==> config.mk <==
export PLATFORM = sky130hd
export DESIGN_NAME = fifo_stream_reader_flat
export DESIGN_NICKNAME = d
export VERILOG_FILES = /design/src/rtl/fifo_stream_reader_if.sv /design/src/rtl/fifo_stream_reader.sv /design/src/flat_wrapper.sv
export SDC_FILE = /design/constraint.sdc
export NUM_CORES = 1
export LEC_CHECK = 0
export ABC_AREA = 1
export BUFFER_PORTS_ARGS = -buffer_cell sky130_fd_sc_hd__clkbuf_2
export CAP_MARGIN = 10
export CORE_MARGIN = 2
export CORE_UTILIZATION = 30
export DETAILED_ROUTE_END_ITERATION = 6
export PLACE_DENSITY = 0.55
export SLEW_MARGIN = 20
export SYNTH_ARGS = -nofsm -noshare
export SYNTH_HDL_FRONTEND = slang
export SYNTH_SLANG_ARGS = --single-unit
==> constraint.sdc <==
create_clock -name clk -period 2.3 [get_ports clk]
set_clock_uncertainty 0.05 [all_clocks]
set_input_delay 0.23 -clock clk [delete_from_list [all_inputs] [get_ports clk]]
set_output_delay 0.23 -clock clk [all_outputs]
set_load 0.01 [all_outputs]
==> src/rtl/fifo_stream_reader_if.sv <==
// fifo_stream_reader_if: FIFO read port plus the valid/ready stream seen by the reader.
interface fifo_stream_reader_if #(
   parameter int DATA_WIDTH = 8
);
   logic                  fifo_empty;
   logic [DATA_WIDTH-1:0] fifo_rd_data;
   logic                  fifo_rd_en;
   logic                  m_valid;
   logic                  m_ready;
   logic [DATA_WIDTH-1:0] m_data;
   modport master (
      input  fifo_empty, fifo_rd_data, m_ready,
      output fifo_rd_en, m_valid, m_data
   );
   modport slave (
      output fifo_empty, fifo_rd_data, m_ready,
      input  fifo_rd_en, m_valid, m_data
   );
endinterface

==> src/rtl/fifo_stream_reader.sv <==
// fifo_stream_reader: drains a synchronous FIFO into a valid/ready stream through a 2-entry skid buffer.
module fifo_stream_reader #(
   parameter int DATA_WIDTH = 8,
   parameter int CNT_WIDTH  = 16
) (
   input  logic                 clk,
   input  logic                 rst_n,
   input  logic                 flush,
   fifo_stream_reader_if.master bus,
   output logic [CNT_WIDTH-1:0] xfer_count
);
   logic [DATA_WIDTH-1:0] mem [2];
   logic                  head;
   logic                  inflight;
   logic [1:0]            cnt;
   logic                  pop;
   logic [2:0]            occ;
   // occ is both the read-issue guard and the next occupancy, since a capture always follows an in-flight read
   always_comb begin
      bus.m_valid    = cnt != 2'd0;
      bus.m_data     = mem[head];
      pop            = bus.m_valid && bus.m_ready && !flush;
      occ            = {1'b0, cnt} + {2'b0, inflight} - {2'b0, pop};
      bus.fifo_rd_en = rst_n && !bus.fifo_empty && !flush && occ < 3'd2;
   end
   always_ff @(posedge clk or negedge rst_n) begin
      if (!rst_n) begin
         mem[0]     <= '0;
         mem[1]     <= '0;
         head       <= 1'b0;
         cnt        <= 2'd0;
         inflight   <= 1'b0;
         xfer_count <= '0;
      end else if (flush) begin
         cnt      <= 2'd0;
         inflight <= 1'b0;
      end else begin
         if (inflight) mem[head ^ cnt[0]] <= bus.fifo_rd_data;
         head       <= head ^ pop;
         cnt        <= occ[1:0];
         inflight   <= bus.fifo_rd_en;
         xfer_count <= xfer_count + CNT_WIDTH'(pop);
      end
   end
endmodule
==> src/flat_wrapper.sv <==
// flat-port wrapper written by rule: the top's interface ports become plain ports
module fifo_stream_reader_flat 
#(
   parameter int DATA_WIDTH = 8,
   parameter int CNT_WIDTH  = 16
)
  (clk, rst_n, flush, xfer_count, bus_fifo_empty, bus_fifo_rd_data, bus_m_ready, bus_fifo_rd_en, bus_m_valid, bus_m_data);
  fifo_stream_reader_if #(.DATA_WIDTH(DATA_WIDTH)) bus_i ();
  input  logic clk;
  input  logic rst_n;
  input  logic flush;
  output logic [CNT_WIDTH-1:0] xfer_count;
  input wire logic [$bits(bus_i.fifo_empty)-1:0] bus_fifo_empty;
  input wire logic [$bits(bus_i.fifo_rd_data)-1:0] bus_fifo_rd_data;
  input wire logic [$bits(bus_i.m_ready)-1:0] bus_m_ready;
  output wire logic [$bits(bus_i.fifo_rd_en)-1:0] bus_fifo_rd_en;
  output wire logic [$bits(bus_i.m_valid)-1:0] bus_m_valid;
  output wire logic [$bits(bus_i.m_data)-1:0] bus_m_data;
  assign bus_i.fifo_empty = bus_fifo_empty;
  assign bus_i.fifo_rd_data = bus_fifo_rd_data;
  assign bus_i.m_ready = bus_m_ready;
  assign bus_fifo_rd_en = bus_i.fifo_rd_en;
  assign bus_m_valid = bus_i.m_valid;
  assign bus_m_data = bus_i.m_data;
  fifo_stream_reader #(.DATA_WIDTH(DATA_WIDTH), .CNT_WIDTH(CNT_WIDTH)) u_core (.clk(clk), .rst_n(rst_n), .flush(flush), .bus(bus_i), .xfer_count(xfer_count));
endmodule
==> metrics.cfg <==
[placed_design]
finalWeightedCongestion = 0.739
dpl.hpwl_um = 2600
io_buffers = 38

[yosys]
yosys_warnings = 0
synth-seq-cells = 36
synth_cell_types = 25
syn_area_per_cell_um2 = 9.08
netlist_area_um2 = 1810
ys_seq_area_share_pct = 49.9
syn_nets = 217
syn_inst = 199

[power]
leakagePower_uw = 0.00132
peakVddDrop_mv = 0.364
total_power_uw = 2150
power-per-cell-area_nw_per_um2 = 873

[worst_hold_path]
hold_depth = 2
min_path_type = in2reg
worstHoldStart = bus_fifo_empty
hold_end = u_core.inflight

[timing]
finalSetupViolations = 2
worst-slew-pin-transition_ns = 0.484
max_slew_margin_pct = 67.8
rsz0062_at_grt = true
final.period_utilization_pct = 114
drv_slew = 0
finalWorstSetupSlack_ns = -0.331
period_needed_ns = 2.63
max_freq_mhz = 380
hold_viol = 0

[floorplanning]
rows = 28
die_h_um = 81.6
fp.dieW_um = 81.6
initial_utilization_pct = 30.7
fp.coreArea_um2 = 5890
die_area_um2 = 6660
io_pins = 39

[clock_tree]
cts_sinks = 36
clockBufferDepth = 2
root_buffer = clkbuf_8
htreeDepth = 2
cts_buffers = 5
clk_pin_slew_worst_paths_ns = 0.07
insertion_delay_ns = 0.29
cts_tree = built

[detailed_routing]
drt-total-wl_um = 3980
first_pass_iters = 4
drcViolationCount = 0
antenna_left = 0
wl_per_cell_um = 11.6
vias_per_cell = 4.37
dr.first_iter.drc_count = 46
num_vias = 1498

[outcome]
violations = negative setup slack
status = finished with violations

[global_route]
antenna_found_initial = 0
overflow = 0
grt_max_degree = 37
grtUsageTotal_pct = 12.7
grt_first_pass_wirelength_um = 6390
grt_pass1_vias = 1407

[setup_path]
ff2ff_path_depth = 17
crit_fanout = 2
reg2reg_to = u_core.head
worstPathRequired_ns = 2.02
cp-end-kind = output pin
ff2ff_setup_slack_ns = -0.03
setup.worst_path.start_class = register
timing.rr.start = u_core.cnt[1]
crit_arrival_ns = 2.35
crit_type = reg2out

[layout]
multiInputGateArea_um2 = 843
final_common_cell = nand2_1
final_cell_mix = 67 x nand2_1, 38 x clkbuf_2, 36 x dfrtp_1
utilization_pct = 41.8
nets = 285
n_antenna_cell = 0
final_layout_size_suffix_gt1_share_pct = 38.1
fill_cells = 575
regArea_um2 = 901
area_growth_pct = 36.3

[flow_run]
max_cap_violations = 0

==> metal layers <==
layer  global-route usage [%]  vias up  routed length [um]
met5                        0        -                   0
met4                     5.50        0                  57
met3                     3.63        8                 268
met2                     20.7       42                1820
met1                     15.6      696                1840
li1                         -      752                   -
==> per-stage QoR <==
step	worst slack (ns)	hold slack, ns	cell area [um^2]	instances	TNS (ns)
finish	-0.331	0.0959	2460	343	-0.357
global placement	-0.0889	0.289	2160	318	-0.0889
floorplan	-0.0876	-0.116	1840	199	-0.0876
CTS	-0.388	0.0794	2390	342	-0.657
global route	-0.418	0.0871	2460	343	-0.537
detailed placement	-0.126	0.281	2160	318	-0.126
==> registers in the layout, summed over array words and instances, names as in the netlist <==
name	cells
u_core.inflight	1
u_core.mem	16
u_core.head	1
u_core.xfer_count	16
u_core.cnt	2
==> Yosys cell counts <==
cell type | number | share of area [%]
nand2_1 | 67 | 14
dfrtp_1 | 36 | 50
inv_1 | 22 | 4.6
nor2_1 | 10 | 2.1
o21ai_1 | 8 | 2.2
o21ai_2 | 8 | 3.9
xor2_1 | 8 | 3.9
ha_1 | 4 | 2.8
nand2_2 | 4 | 1.4
nor2_4 | 4 | 2.5
xnor2_1 | 4 | 1.9
buf_6 | 3 | 1.9
nand3b_1 | 3 | 1.2
nand4_1 | 3 | 1.0
nor2_2 | 3 | 1.0
nand3_1 | 2 | 0.55
nor4_1 | 2 | 0.69
buf_4 | 1 | 0.42
clkinv_1 | 1 | 0.21
fa_1 | 1 | 1.1
nand2b_4 | 1 | 0.76
nand3_2 | 1 | 0.55
nor3_1 | 1 | 0.28
or2_2 | 1 | 0.35
xnor2_2 | 1 | 0.90
==> final cells by class <==
| type | count | share of cell area [%] |
|---|---|---|
| Clock buffer | 7 | 3.51 |
| Clock inverter | 1 | 0.305 |
| Inverter | 23 | 3.51 |
| Multi-Input combinational cell | 136 | 34.2 |
| Sequential cell | 36 | 36.6 |
| Tap cell | 75 | 3.81 |
| Timing Repair Buffer | 65 | 18.0 |
==> how the worst max path moves through the flow <==
stage             startpoint              to  slack (ns)
2_1_floorplan  u_core.cnt[0]  bus_fifo_rd_en       -0.09
3_3_place_gp   u_core.cnt[0]  bus_fifo_rd_en       -0.09
3_5_place_dp   u_core.cnt[0]  bus_fifo_rd_en       -0.13
4_1_cts        u_core.cnt[1]  bus_fifo_rd_en       -0.39
5_1_grt        u_core.cnt[0]  bus_fifo_rd_en       -0.42
6_report       u_core.cnt[0]  bus_fifo_rd_en       -0.33
==> worst max-delay path: stages, from the launching register on <==
cell      delay (ns)
dfrtp_1         0.38
or2_4           0.27
nand3_4         0.07
inv_2           0.06
ha_4            0.25
inv_2           0.03
ha_4            0.14
fa_2            0.44
nor4_4          0.25
clkbuf_2        0.16
==> logic make-up (layout without fill, tap and decap cells) <==
logic type	after synthesis	count (layout)	synth area share (%)
XOR/XNOR	13	13	6.72
adder cells (fa/ha/maj)	5	5	3.88
buffers and inverters	27	96	7.06
flip-flops	36	36	49.9
AO/OA/AOI/OAI	16	16	6.09
AND/OR/NAND/NOR	102	102	26.4
==> what timing repair did <==
item,CTS,global route
hold endpoints to repair,36,0
pin swaps,4,1
setup buffers,15,15
hold buffers,1,0
gates resized for setup,1,16
endpoints found under the setup margin,1,3
==> report_power, final <==
part / total [uW] / internal (uW) / leakage [uW] / switching, uW
clock: 468 / 243 / 0.0000445 / 224
combinational: 784 / 375 / 0.000802 / 409
sequential: 898 / 804 / 0.000472 / 94.3
total: 2150 / 1420 / 0.00132 / 728
Power figures use the tool's default switching activity.
